--- config.mk ---
export PLATFORM = sky130hd
export DESIGN_NAME = result_byte_packer
export DESIGN_NICKNAME = d
export VERILOG_FILES = /design/src/rtl/result_byte_packer.sv
export SDC_FILE = /design/constraint.sdc
export NUM_CORES = 1
export LEC_CHECK = 0
export ABC_CLOCK_PERIOD_IN_PS = 10200
export BUFFER_PORTS_ARGS = -buffer_cell sky130_fd_sc_hd__buf_2
export CORE_MARGIN = 1.5
export CORE_UTILIZATION = 55
export DETAILED_ROUTE_END_ITERATION = 7
export HOLD_SLACK_MARGIN = 0.03
export PLACE_DENSITY_LB_ADDON = 0.05
export SLEW_MARGIN = 10
export SYNTH_ARGS = -nofsm -noshare
export SYNTH_HDL_FRONTEND = slang
export SYNTH_SLANG_ARGS = --single-unit
--- constraint.sdc ---
create_clock -name aclk -period 10.2 [get_ports aclk]
set_input_delay 1.53 -clock aclk [delete_from_list [all_inputs] [get_ports aclk]]
set_output_delay 1.53 -clock aclk [all_outputs]
set_load 0.05 [all_outputs]
--- src/rtl/result_byte_packer.sv ---
// result_byte_packer
//   Packs a non-stallable 8-bit result stream little-endian into 64-bit
//   AXI-Stream beats. A word FIFO (first-word-fall-through) decouples the
//   producer from the back-pressured master side. Partial words are flushed
//   on s_tlast with a matching tkeep. Words pushed into a full FIFO are
//   dropped and flagged on the sticky overflow output.
//
// Ports
//   aclk, areset        clock, synchronous active-high reset
//   s_tdata/s_tvalid/s_tlast   input byte stream (no ready; always accepted)
//   m_tdata/m_tkeep/m_tlast/m_tvalid/m_tready   64-bit output stream
//   overflow            sticky, set when a word was dropped
//   fifo_level          number of words currently held
//   drop_cnt            saturating dropped-word counter
//                       (present only when RESULT_BYTE_PACKER_DROP_CNT_EN is defined)
//
// Parameters
//   FIFO_DEPTH          word capacity, power of two, >= 2
//
// Storage: the FIFO head lives in an output register so every output is a
// flop; the remaining words sit in a small array behind it. The total count
// (output register + array) never exceeds FIFO_DEPTH.

module result_byte_packer #(
    parameter int unsigned FIFO_DEPTH = 16
) (
    input  logic                          aclk,
    input  logic                          areset,
    input  logic [7:0]                    s_tdata,
    input  logic                          s_tvalid,
    input  logic                          s_tlast,
    output logic [63:0]                   m_tdata,
    output logic [7:0]                    m_tkeep,
    output logic                          m_tlast,
    output logic                          m_tvalid,
    input  logic                          m_tready,
    output logic                          overflow,
`ifdef RESULT_BYTE_PACKER_DROP_CNT_EN
    output logic [15:0]                   drop_cnt,
`endif
    output logic [$clog2(FIFO_DEPTH):0]   fifo_level
);

    localparam int unsigned PTR_W = $clog2(FIFO_DEPTH);
    localparam int unsigned LVL_W = PTR_W + 1;

    typedef struct packed {
        logic [63:0] data;
        logic [7:0]  keep;
        logic        last;
    } beat_t;

    // Packer state
    logic [2:0]  idx_q, idx_d;
    logic [63:0] acc_q, acc_d;

    // FIFO state
    beat_t              out_q, out_d;
    logic               out_valid_q, out_valid_d;
    beat_t              mem_q [FIFO_DEPTH];
    logic [PTR_W-1:0]   wr_ptr_q, wr_ptr_d;
    logic [PTR_W-1:0]   rd_ptr_q, rd_ptr_d;
    logic [LVL_W-1:0]   level_q, level_d;
    logic               overflow_q, overflow_d;
`ifdef RESULT_BYTE_PACKER_DROP_CNT_EN
    logic [15:0]        drop_cnt_q, drop_cnt_d;
`endif

    // Combinational helpers
    beat_t              word_c;
    logic [63:0]        merged_c;
    logic               push_c;
    logic               pop_c;
    logic               full_c;
    logic               push_ok_c;
    logic               drop_c;
    logic [LVL_W-1:0]   mem_cnt_c;
    logic               mem_we_c;

    // Word assembly: merge current byte, zero bytes above idx, build keep
    always_comb begin
        merged_c = acc_q;
        merged_c[8*idx_q +: 8] = s_tdata;
        word_c.keep = '0;
        for (int k = 0; k < 8; k++) begin
            word_c.keep[k] = (3'(k) <= idx_q);
        end
        word_c.data = merged_c;
        for (int k = 0; k < 8; k++) begin
            if (!word_c.keep[k]) begin
                word_c.data[8*k +: 8] = 8'h00;
            end
        end
        word_c.last = s_tlast;
        push_c = s_tvalid & ((idx_q == 3'd7) | s_tlast);
    end

    // Packer next state
    always_comb begin
        idx_d = idx_q;
        acc_d = acc_q;
        if (s_tvalid) begin
            if (push_c) begin
                idx_d = 3'd0;
                acc_d = '0;
            end else begin
                idx_d = idx_q + 3'd1;
                acc_d = merged_c;
            end
        end
    end

    // FIFO control: a push into a full FIFO is still accepted when a pop
    // frees a slot on the same edge
    always_comb begin
        pop_c     = out_valid_q & m_tready;
        full_c    = (level_q == LVL_W'(FIFO_DEPTH));
        push_ok_c = push_c & (~full_c | pop_c);
        drop_c    = push_c & ~push_ok_c;
        mem_cnt_c = level_q - LVL_W'(out_valid_q);

        out_d       = out_q;
        out_valid_d = out_valid_q;
        rd_ptr_d    = rd_ptr_q;
        wr_ptr_d    = wr_ptr_q;
        mem_we_c    = 1'b0;

        if (!out_valid_q || pop_c) begin
            // Output register is free for the next cycle: refill from the
            // array first to keep order, else bypass the new word straight in
            if (mem_cnt_c != '0) begin
                out_d       = mem_q[rd_ptr_q];
                out_valid_d = 1'b1;
                rd_ptr_d    = rd_ptr_q + PTR_W'(1);
                mem_we_c    = push_ok_c;
            end else if (push_ok_c) begin
                out_d       = word_c;
                out_valid_d = 1'b1;
            end else begin
                out_d       = '0;
                out_valid_d = 1'b0;
            end
        end else begin
            mem_we_c = push_ok_c;
        end

        if (mem_we_c) begin
            wr_ptr_d = wr_ptr_q + PTR_W'(1);
        end

        level_d = level_q;
        case ({push_ok_c, pop_c})
            2'b10:   level_d = level_q + LVL_W'(1);
            2'b01:   level_d = level_q - LVL_W'(1);
            default: level_d = level_q;
        endcase

        overflow_d = overflow_q | drop_c;
    end

`ifdef RESULT_BYTE_PACKER_DROP_CNT_EN
    // Saturating drop counter
    always_comb begin
        drop_cnt_d = drop_cnt_q;
        if (drop_c && (drop_cnt_q != 16'hFFFF)) begin
            drop_cnt_d = drop_cnt_q + 16'd1;
        end
    end
`endif

    // State registers
    always_ff @(posedge aclk) begin
        if (areset) begin
            idx_q       <= '0;
            acc_q       <= '0;
            out_q       <= '0;
            out_valid_q <= 1'b0;
            wr_ptr_q    <= '0;
            rd_ptr_q    <= '0;
            level_q     <= '0;
            overflow_q  <= 1'b0;
        end else begin
            idx_q       <= idx_d;
            acc_q       <= acc_d;
            out_q       <= out_d;
            out_valid_q <= out_valid_d;
            wr_ptr_q    <= wr_ptr_d;
            rd_ptr_q    <= rd_ptr_d;
            level_q     <= level_d;
            overflow_q  <= overflow_d;
        end
    end

`ifdef RESULT_BYTE_PACKER_DROP_CNT_EN
    always_ff @(posedge aclk) begin
        if (areset) begin
            drop_cnt_q <= '0;
        end else begin
            drop_cnt_q <= drop_cnt_d;
        end
    end

    assign drop_cnt = drop_cnt_q;
`endif

    // Word storage behind the output register; contents are only read
    // after being written, so no reset is needed
    always_ff @(posedge aclk) begin
        if (mem_we_c) begin
            mem_q[wr_ptr_q] <= word_c;
        end
    end

    assign m_tdata    = out_q.data;
    assign m_tkeep    = out_q.keep;
    assign m_tlast    = out_q.last;
    assign m_tvalid   = out_valid_q;
    assign overflow   = overflow_q;
    assign fifo_level = level_q;

endmodule

==> run metrics <==
outcome complete, no violations; vias per cell 6.39; Mean Syn Cell Area approximately 19 sq um; Clock Latency Late Sink about 0.73 ns; Final Hold Viols 0; chip width roughly 310 microns; Worst-Margin Slew 1.24 ns; max-slew violations 0; sum of negative setup slack 0 ns; Lkg Pwr 18.9 nW; Setup Buffers After CTS 0; Starting Density 55.4%; die area 0.0959 sq mm; Remaining DRCs 0; row count 112; Post-Syn Area 0.0517 sq mm; #FFs+latches synth 1327; DRT antenna net count 0; Final setup viols 0; RePlAce Congestion 0.805; vias in the first global route 27080; worst path required time around 11 ns; Netlist cell types 68; Worst-path clk slew 0.06 ns; fill count 6611; sequential share of the synthesized area between 70% and 80%; VDD IR max around 0.22 mV; Async SR Flop Fraction 0%; Core Box Area 0.0933 sq mm; share of cells above drive strength 1 25.9%; TritonCTS buffer count ~140; routed wire length per instance roughly 30 microns; Post-synth EDFFs 1168; CTS sink cnt 1327; Post-synth top cells edfxtp_1, mux4_2, dfxtp_1; largest cells by area after synthesis edfxtp_1, mux4_2, dfxtp_1, mux2_2, a22oi_1; dpl cells 3917; Crit Path Max Fanout 47; crit path capture type flip-flop; Cells after Synth roughly 2700; Post-CTS Resized 0; # IOs 93; remaining global-route overflow 0; Synth Warn # 0; fin crit period 5.35 ns; CTS root buffer clkbuf_16; Primary FF master, synth edfxtp_1; number of max-cap violations 0; largest net degree at the start of global routing approximately 120; Net count, final 2835; Achievable Freq roughly 190 MHz; Synth Net Count 2701; Buffers on Ports 92; Vias 26632; Worst setup SP type flip-flop; Non-Filler Instances approximately 4200; max_slew headroom ~17%; Max clock buf depth 3; first-pass GRT wire length 185000 microns; largest area contributor in the netlist edfxtp_1; TritonCTS clock tree yes; critical path class reg2reg; most common cell in the synthesized netlist edfxtp_1; Detail Placement HPWL 71500 microns; FF+latch area 0.0383 sq mm; Hold Buf Count CTS 0; Cell Pwr Density 234 mW/mm^2; Final Skew 0.0197 ns; Syn-to-layout area delta 12.3%; RSZ-0062 raised after global routing false; period utilisation layout ~52%; H-tree Lvls 4; Min-Delay Path Class reg2reg; area occupied by multi-input gates between 0.01 and 0.015 sq mm; CP arrival 5.69 ns; 1st-iter DRT viols 2899; top cell type's share of synthesized area 67.8%; die height ~310 microns; initial antenna violation count 9; Pre-antenna DRT Iters 5; WL final 126000 microns; GR Util All Layers 27.0%
==> flip-flops by register name, summed over array words and instances (netlist names), 3 cells and up, named ones only <==
signal and count:
m_tdata 64, m_tkeep 8, rd_ptr_q 4, fifo_level 5, wr_ptr_q 4, acc_q 64
idx_q 3, mem_q 1168
==> area by class of cell <==
class	instances	area share (%)
flip-flops and latches	1327	65.9
clock inverters	54	0.831
diodes	1	0.00431
repair buffers	157	1.66
clock buffers	197	6.75
well taps	1254	2.70
inverters	35	0.226
multi-input cells	1145	22.0
==> worst max-delay path: stages (launching register included) <==
cell and delay (ns):
dfxtp_1 0.59, ha_1 0.30, ha_1 0.16, buf_4 0.34, o21ai_0 0.35, a31oi_1 0.37
inv_1 0.16, a21oi_1 0.44, nand2_1 0.35, nor2_4 0.93, buf_4 0.88
==> metrics by stage <==
step	utilization, %	hold slack [ns]	power [mW]	setup slack, ns	instance area, sq um
global route	62.3	0.511	14.0	4.48	58100
CTS	62.2	0.489	13.7	4.86	58100
detailed placement	57.5	0.476	8.85	4.39	53700
finish	62.3	0.488	13.6	4.85	58100
global placement	57.5	0.470	8.82	4.53	53700
floorplan	-	0.458	8.18	2.05	51700
==> final timing paths <==
path              cells past startpoint           end  slack (ns)       from
setup / recovery                     10  mem_q[8][44]        4.85   idx_q[1]
hold reg to reg                       2     acc_q[59]        0.49  acc_q[59]
setup reg to reg                     10  mem_q[8][44]        4.85   idx_q[1]
hold / removal                        2     acc_q[59]        0.49  acc_q[59]
==> kinds of logic (layout without fill, tap and decap cells) <==
| family | after synthesis | after routing | share of synthesized area (%) |
|---|---|---|---|
| AOI/OAI and AO/OA | 341 | 341 | 4.82 |
| xor gates and xnor gates | 13 | 13 | 0.220 |
| adders and majority gates | 18 | 18 | 0.435 |
| buffers and inverters | 198 | 443 | 1.72 |
| DFF | 1327 | 1327 | 73.9 |
| muxes | 429 | 429 | 15.4 |
| other | 0 | 1 | 0 |
| and+or+nand+nor | 344 | 344 | 3.42 |
==> power by group <==
part	leakage (nW)	internal, mW	switching (mW)
combinational	4.62	0.919	1.48
clock	2.15	2.88	2.01
sequential	12.1	6.06	0.249
==> layout by cell type (no fill, tap or decap), drive strengths merged, types with 9 or more instances in the layout <==
cell type / n
edfxtp: 1168
mux4: 288
clkbuf: 197
dfxtp: 159
buf: 157
nor2: 146
a22oi: 97
mux2: 75
nand2: 71
a21oi: 67
mux2i: 66
inv: 42
and2: 38
clkinv: 38
a221o: 36
o22ai: 28
nor2b: 22
a211oi: 19
ha: 18
a22o: 17
o21ai: 17
a2bb2oi: 14
nor4bb: 12
xor2: 10
nand2b: 10
nand3: 9
==> metal layers <==
metal	GRT usage, %	vias to the layer above	share of wire (%)
li1	-	11205	-
met4	5.95	6	1.6
met5	0	-	0.031
met1	39.6	14172	42
met3	5.32	168	8.0
met2	42.5	1081	48
Note: power is estimated with default switching activity, not from simulation.
